### config.mk
export PLATFORM = sky130hd
export DESIGN_NAME = latency_meas_ctrl
export DESIGN_NICKNAME = d
export VERILOG_FILES = /design/src/rtl/latency_meas_pkg.sv /design/src/rtl/latency_stats_accum.sv /design/src/rtl/latency_meas_ctrl.sv
export SDC_FILE = /design/constraint.sdc
export NUM_CORES = 1
export LEC_CHECK = 0
export ABC_CLOCK_PERIOD_IN_PS = 9700
export CAP_MARGIN = 10
export CORE_MARGIN = 5
export CORE_UTILIZATION = 34
export DETAILED_ROUTE_END_ITERATION = 10
export GPL_TIMING_DRIVEN = 0
export PLACE_DENSITY = 0.62
export SLEW_MARGIN = 15
export SYNTH_ARGS = -nofsm -noshare
export SYNTH_HDL_FRONTEND = slang
export SYNTH_SLANG_ARGS = --single-unit
### constraint.sdc
create_clock -name clk -period 9.7 [get_ports clk]
set_clock_uncertainty 0.2 [all_clocks]
set_input_delay 1.94 -clock clk [delete_from_list [all_inputs] [get_ports clk]]
set_output_delay 1.94 -clock clk [all_outputs]
set_load 0.01 [all_outputs]
### src/rtl/latency_meas_pkg.sv
// rtl/latency_meas_pkg.sv - shared widths and read-FSM encoding for the echo latency block
package latency_meas_pkg;

   localparam int CNT_W  = 40;
   localparam int ADDR_W = 13;
   localparam int SUM_W  = 56;
   localparam int NUM_W  = 32;
   localparam int DEPTH  = 2 ** ADDR_W;

   // outstanding value at which the timestamp ring is full
   localparam logic [ADDR_W:0] OUT_FULL = (ADDR_W + 1)'(DEPTH);

   typedef enum logic [1:0] {
      IDLE  = 2'd0,
      ISSUE = 2'd1,
      WAIT1 = 2'd2,
      WAIT2 = 2'd3
   } rd_state_t;

endpackage

### src/rtl/latency_stats_accum.sv
// rtl/latency_stats_accum.sv - last/min/max/sum/count statistics over measured round-trip latencies
module latency_stats_accum
   import latency_meas_pkg::*;
(
   input  logic             clk,
   input  logic             clr,
   input  logic             lat_valid,
   input  logic [CNT_W-1:0] lat,
   output logic             result_valid,
   output logic [CNT_W-1:0] last_latency,
   output logic [CNT_W-1:0] min_latency,
   output logic [CNT_W-1:0] max_latency,
   output logic [SUM_W-1:0] sum_latency,
   output logic [NUM_W-1:0] num_samples
);

   // one extra bit catches the carry that signals saturation
   logic [SUM_W:0] sum_ext;

   assign sum_ext = {1'b0, sum_latency} + (SUM_W + 1)'(lat);

   always_ff @(posedge clk) begin
      if (clr) begin
         result_valid <= 1'b0;
         last_latency <= '0;
         min_latency  <= '1;
         max_latency  <= '0;
         sum_latency  <= '0;
         num_samples  <= '0;
      end else begin
         result_valid <= lat_valid;
         if (lat_valid) begin
            last_latency <= lat;
            if (lat < min_latency) begin
               min_latency <= lat;
            end
            if (lat > max_latency) begin
               max_latency <= lat;
            end
            sum_latency <= sum_ext[SUM_W] ? '1 : sum_ext[SUM_W-1:0];
            if (num_samples != '1) begin
               num_samples <= num_samples + NUM_W'(1);
            end
         end
      end
   end

endmodule

### src/rtl/latency_meas_ctrl.sv
// rtl/latency_meas_ctrl.sv - sequences the echo timestamp BRAM and derives round-trip latency statistics
module latency_meas_ctrl
   import latency_meas_pkg::*;
(
   input  logic              clk,
   input  logic              rst,
   input  logic              latency_reset_signal,
   input  logic [CNT_W-1:0]  latency_counter,
   input  logic              tx_send,
   input  logic              rx_recv,
   output logic              bram_wea,
   output logic [ADDR_W-1:0] bram_wr_addr,
   output logic [CNT_W-1:0]  bram_wr_data,
   output logic              bram_reb,
   output logic              bram_rstb,
   output logic [ADDR_W-1:0] bram_rd_addr,
   input  logic [CNT_W-1:0]  bram_rd_data,
   output logic              rx_busy,
   output logic              result_valid,
   output logic [CNT_W-1:0]  last_latency,
   output logic [CNT_W-1:0]  min_latency,
   output logic [CNT_W-1:0]  max_latency,
   output logic [SUM_W-1:0]  sum_latency,
   output logic [NUM_W-1:0]  num_samples,
   output logic [ADDR_W:0]   outstanding,
   output logic              err_full,
   output logic              err_empty,
   output logic              err_overrun
);

   logic              clr;
   rd_state_t         state;
   rd_state_t         state_nxt;
   logic [ADDR_W-1:0] wr_ptr;
   logic [ADDR_W-1:0] rd_ptr;
   logic [CNT_W-1:0]  rx_ts;
   logic [CNT_W-1:0]  lat;
   logic              tx_ok;
   logic              rx_accept;
   logic              rx_empty;
   logic              rx_overrun;
   logic              rd_dec;
   logic              lat_valid;

   assign clr          = rst | latency_reset_signal;
   assign bram_rstb    = latency_reset_signal;
   assign bram_rd_addr = rd_ptr;
   assign tx_ok        = tx_send && (outstanding != OUT_FULL);
   assign rd_dec       = (state == ISSUE);
   // modular subtraction absorbs a timestamp counter wrap between send and return
   assign lat          = rx_ts - bram_rd_data;

   always_comb begin
      state_nxt  = state;
      rx_accept  = 1'b0;
      rx_empty   = 1'b0;
      rx_overrun = 1'b0;
      bram_reb   = 1'b0;
      rx_busy    = 1'b0;
      lat_valid  = 1'b0;
      case (state)
         IDLE: begin
            if (rx_recv) begin
               if (outstanding != '0) begin
                  rx_accept = 1'b1;
                  state_nxt = ISSUE;
               end else begin
                  rx_empty = 1'b1;
               end
            end
         end
         ISSUE: begin
            bram_reb   = 1'b1;
            rx_busy    = 1'b1;
            rx_overrun = rx_recv;
            state_nxt  = WAIT1;
         end
         WAIT1: begin
            rx_busy    = 1'b1;
            rx_overrun = rx_recv;
            state_nxt  = WAIT2;
         end
         WAIT2: begin
            rx_busy    = 1'b1;
            rx_overrun = rx_recv;
            lat_valid  = 1'b1;
            state_nxt  = IDLE;
         end
         default: begin
            state_nxt = IDLE;
         end
      endcase
   end

   always_ff @(posedge clk) begin
      if (clr) begin
         state        <= IDLE;
         wr_ptr       <= '0;
         rd_ptr       <= '0;
         rx_ts        <= '0;
         outstanding  <= '0;
         bram_wea     <= 1'b0;
         bram_wr_addr <= '0;
         bram_wr_data <= '0;
         err_full     <= 1'b0;
         err_empty    <= 1'b0;
         err_overrun  <= 1'b0;
      end else begin
         state    <= state_nxt;
         bram_wea <= tx_ok;
         if (tx_ok) begin
            bram_wr_addr <= wr_ptr;
            bram_wr_data <= latency_counter;
            wr_ptr       <= wr_ptr + ADDR_W'(1);
         end
         if (rx_accept) begin
            rx_ts <= latency_counter;
         end
         if (rd_dec) begin
            rd_ptr <= rd_ptr + ADDR_W'(1);
         end
         // a read leaves the count while it is being issued, a send joins it the next cycle
         outstanding <= outstanding + (ADDR_W + 1)'(tx_ok) - (ADDR_W + 1)'(rd_dec);
         err_full    <= err_full    | (tx_send & ~tx_ok);
         err_empty   <= err_empty   | rx_empty;
         err_overrun <= err_overrun | rx_overrun;
      end
   end

   latency_stats_accum u_stats (
      .clk          (clk),
      .clr          (clr),
      .lat_valid    (lat_valid),
      .lat          (lat),
      .result_valid (result_valid),
      .last_latency (last_latency),
      .min_latency  (min_latency),
      .max_latency  (max_latency),
      .sum_latency  (sum_latency),
      .num_samples  (num_samples)
   );

endmodule

==> results of run 1 <==
[area by class of cell]
| class | count | share of cell area [%] |
|---|---|---|
| Sequential cell | 348 | 26.8 |
| Antenna cell | 4 | 0.0386 |
| Inverter | 169 | 2.44 |
| Clock inverter | 11 | 0.617 |
| Multi-Input combinational cell | 1830 | 45.1 |
| Timing Repair Buffer | 380 | 14.6 |
| Buffer | 111 | 1.71 |
| Tap cell | 765 | 3.69 |
| Clock buffer | 62 | 4.97 |
[state kept, by name (all words and copies together), names as in the netlist, 2 cells and up]
| register | count |
|---|---|
| bram_rd_addr | 13 |
| bram_wr_addr | 13 |
| bram_wr_data | 40 |
| outstanding | 14 |
| rx_ts | 40 |
| state | 2 |
| u_stats.last_latency | 40 |
| u_stats.max_latency | 40 |
| u_stats.min_latency | 40 |
| u_stats.num_samples | 32 |
| u_stats.sum_latency | 56 |
| wr_ptr | 13 |
[path summary, 6_finish.rpt]
path                                           endpoint  slack, ps
worst max-delay path            u_stats.sum_latency[12]       1240
worst min-delay path                    bram_wr_data[9]        260
worst max register to register  u_stats.sum_latency[12]       2810
worst min register to register          bram_wr_data[9]        260
[through the flow]
step	util [%]	worst slack [ps]	instances	hold slack (ps)	power, W
after global routing	45.1	863	3676	272	0.00470
after floorplan	-	3200	2458	236	0.00239
after detailed placement	42.6	755	3603	250	0.00281
after CTS	45.1	1360	3676	257	0.00450
final	45.1	1240	3680	259	0.00446
after global placement	42.6	850	3603	243	0.00278
[power groups by stage]
stage | clock network, W | registers (W) | logic, W
after detailed placement | 0 | 0.00154 | 0.00126
after global placement | 0 | 0.00154 | 0.00124
final | 0.00167 | 0.00151 | 0.00128
after floorplan | 0 | 0.00155 | 0.000840
after global routing | 0.00176 | 0.00152 | 0.00142
after CTS | 0.00171 | 0.00151 | 0.00127
[worst max-delay path, cell delays in order]
cell and delay [ps]:
clkdlybuf4s50_1 470, inv_1 50, ha_1 340, o211a_1 260, o21a_1 210, a21boi_0 140
o41ai_1 740, and2_1 280, o21ai_0 110, xor2_1 910, ha_1 390, clkbuf_2 170
and4_1 240, and3_1 150, a211oi_1 340, a21o_1 210, a21oi_1 100, o21ai_1 260
o21ai_1 150, buf_2 210, a21boi_2 510, buf_2 380, a21oi_1 100
[metal layers]
metal | routed length, µm | part of all wire [%]
met1 | 31200 | 43
met2 | 33900 | 47
met3 | 5400 | 7.4
met4 | 2080 | 2.9
met5 | 137 | 0.19
[placed cells by master, fill, tap and decap left out, types with 69 or more instances in the layout]
master and instances:
clkdlybuf4s50_1 380, dfxtp_1 348, nand2_1 326, a21oi_1 312, nor2_1 225, ha_1 188, inv_1 169, o21ai_0 126
clkbuf_1 90, mux2i_1 72, a21o_1 69
[cell families after synthesis]
family	synth area share, %
compound gates	19.4
xor+xnor	5.68
fa+ha+maj	12.2
buf+inv	5.45
flops	35.3
mux	3.65
simple gates	18.3
==> impl_metrics.toml, run 1 <==
[run_status]
status = "complete, no violations"

[logic_synthesis]
ys_seq_elements = 348
synth-main-ff-cell = "dfxtp_1"
synth_top_area_share_pct = 35.3
synthesis.area_um2 = 19700
synth_cells = 2458
async_flop_share_pct = 0
synth-edff-count = 0
yosysMostFrequentCell = "dfxtp_1"
netlist_top_cells_area = "dfxtp_1 (35%), ha_1 (12%), a21oi_1 (7.9%), nand2_1 (6.2%), nor2_1 (4.3%)"
synth_seq_area_share_pct = 35.3
synth_top_cells_by_count = "dfxtp_1 (348), nand2_1 (326), a21oi_1 (312)"
synth_area_leader_cell = "dfxtp_1"
ys_warn_count = 0
synth_cell_types = 79
synth_area_per_cell_um2 = 8.03
synth_nets = 2734

[die]
ios = 381
coreArea_um2 = 57600
start_util_pct = 34.3
row_count = 88
dieHeight_um = 251
die_width_um = 251
die_area_um2 = 63000

[cts]
numClockSinks = 348
tritoncts = "built"
cts_root_buf = "clkbuf_16"
cts_buffers = 42
cts_hold_buf = 0
path_clk_slew_ps = 60
h-tree-depth = 2
cts_resized = 0
clockBufferDepth = 3
cts_post_setup_buffers_inserted = 0
clk_latency_ps = 570

[power]
p_per_area_nw_per_um2 = 172
pwr-share-comb_pct = 28.6
power.switching_w = 0.00147
intPower_w = 0.00299
ir_worst_vdd_v = 0.000152
pwr-share-seq_pct = 34.0
clkPwrFrac_pct = 37.4
leakagePower_nw = 10.7
swShare_pct = 33.0

[setup_path]
crit_required_ps = 9940
critical_path_arrival_ps = 8710
cp-startpoint = "bram_rd_data[5]"
ff2ff_path_depth = 21
r2r-start = "rx_ts[5]"
critPathKind = "in2reg"
endpoint_kind = "flop"
start_kind = "input port"
critPathMaxFanout = 10

[final_layout]
fill_cells = 5582
area_delta_synth_final_pct = 31.5
seq_area_um2 = 6970
drive_gt1_share_pct = 4.05
fin_area_um2 = 26000
multi_input_area_um2 = 11700
nets = 3158

[sta]
finalMaxSlewViolations = 0
fmax_mhz = 118
tightest_slew_ps = 1200
grt_setup_unrepaired = "no"
slew-limit-headroom_pct = 19.7
setup_violations = 0
min_period_ps = 8460
fin_setup_tns_ps = 0
hold_viol_final = 0
finalCritPeriodShare_pct = 87.3

[grt]
antenna_found_initial = 14
grt_use_total_pct = 22.0
top_usage_layer = "met2"
grtUsageMet3_pct = 6.01
grtUsageMet2_pct = 37.4
grt_max_degree = 13
grt_pass1_vias = 19100
overflow = 0
grt_use_met1_pct = 27.4
grt_pass1_wl_um = 110000

[route]
vias_per_cell = 5.21
ant_nets = 0
wire_per_inst_um = 19.7
first_pass_iters = 5
drc = 0
vias = 19200
routed_wl_um = 72600
dr.first_iter.drc_count = 1038

[worst_hold_path]
hold_depth = 2
hold_path_class = "reg2reg"
worstHoldStart = "bram_wr_data[9]"

[place]
port-buffer-count = 380
finalWeightedCongestion = 0.944
dpl_cell_area_um2 = 24500
dp_hpwl_um = 58100

[flow_run]
cap_violations = 0
Power figures use the tool's default switching activity.
==> inputs of run 2 (changes only) <==
--- a/config.mk
+++ b/config.mk
@@ -16,3 +16,4 @@
 export SYNTH_ARGS = -nofsm -noshare
 export SYNTH_HDL_FRONTEND = slang
 export SYNTH_SLANG_ARGS = --single-unit
+export TNS_END_PERCENT = 50
==> results of run 2 <==
The final DEF is identical to that of run 1; final timing and power are the same.
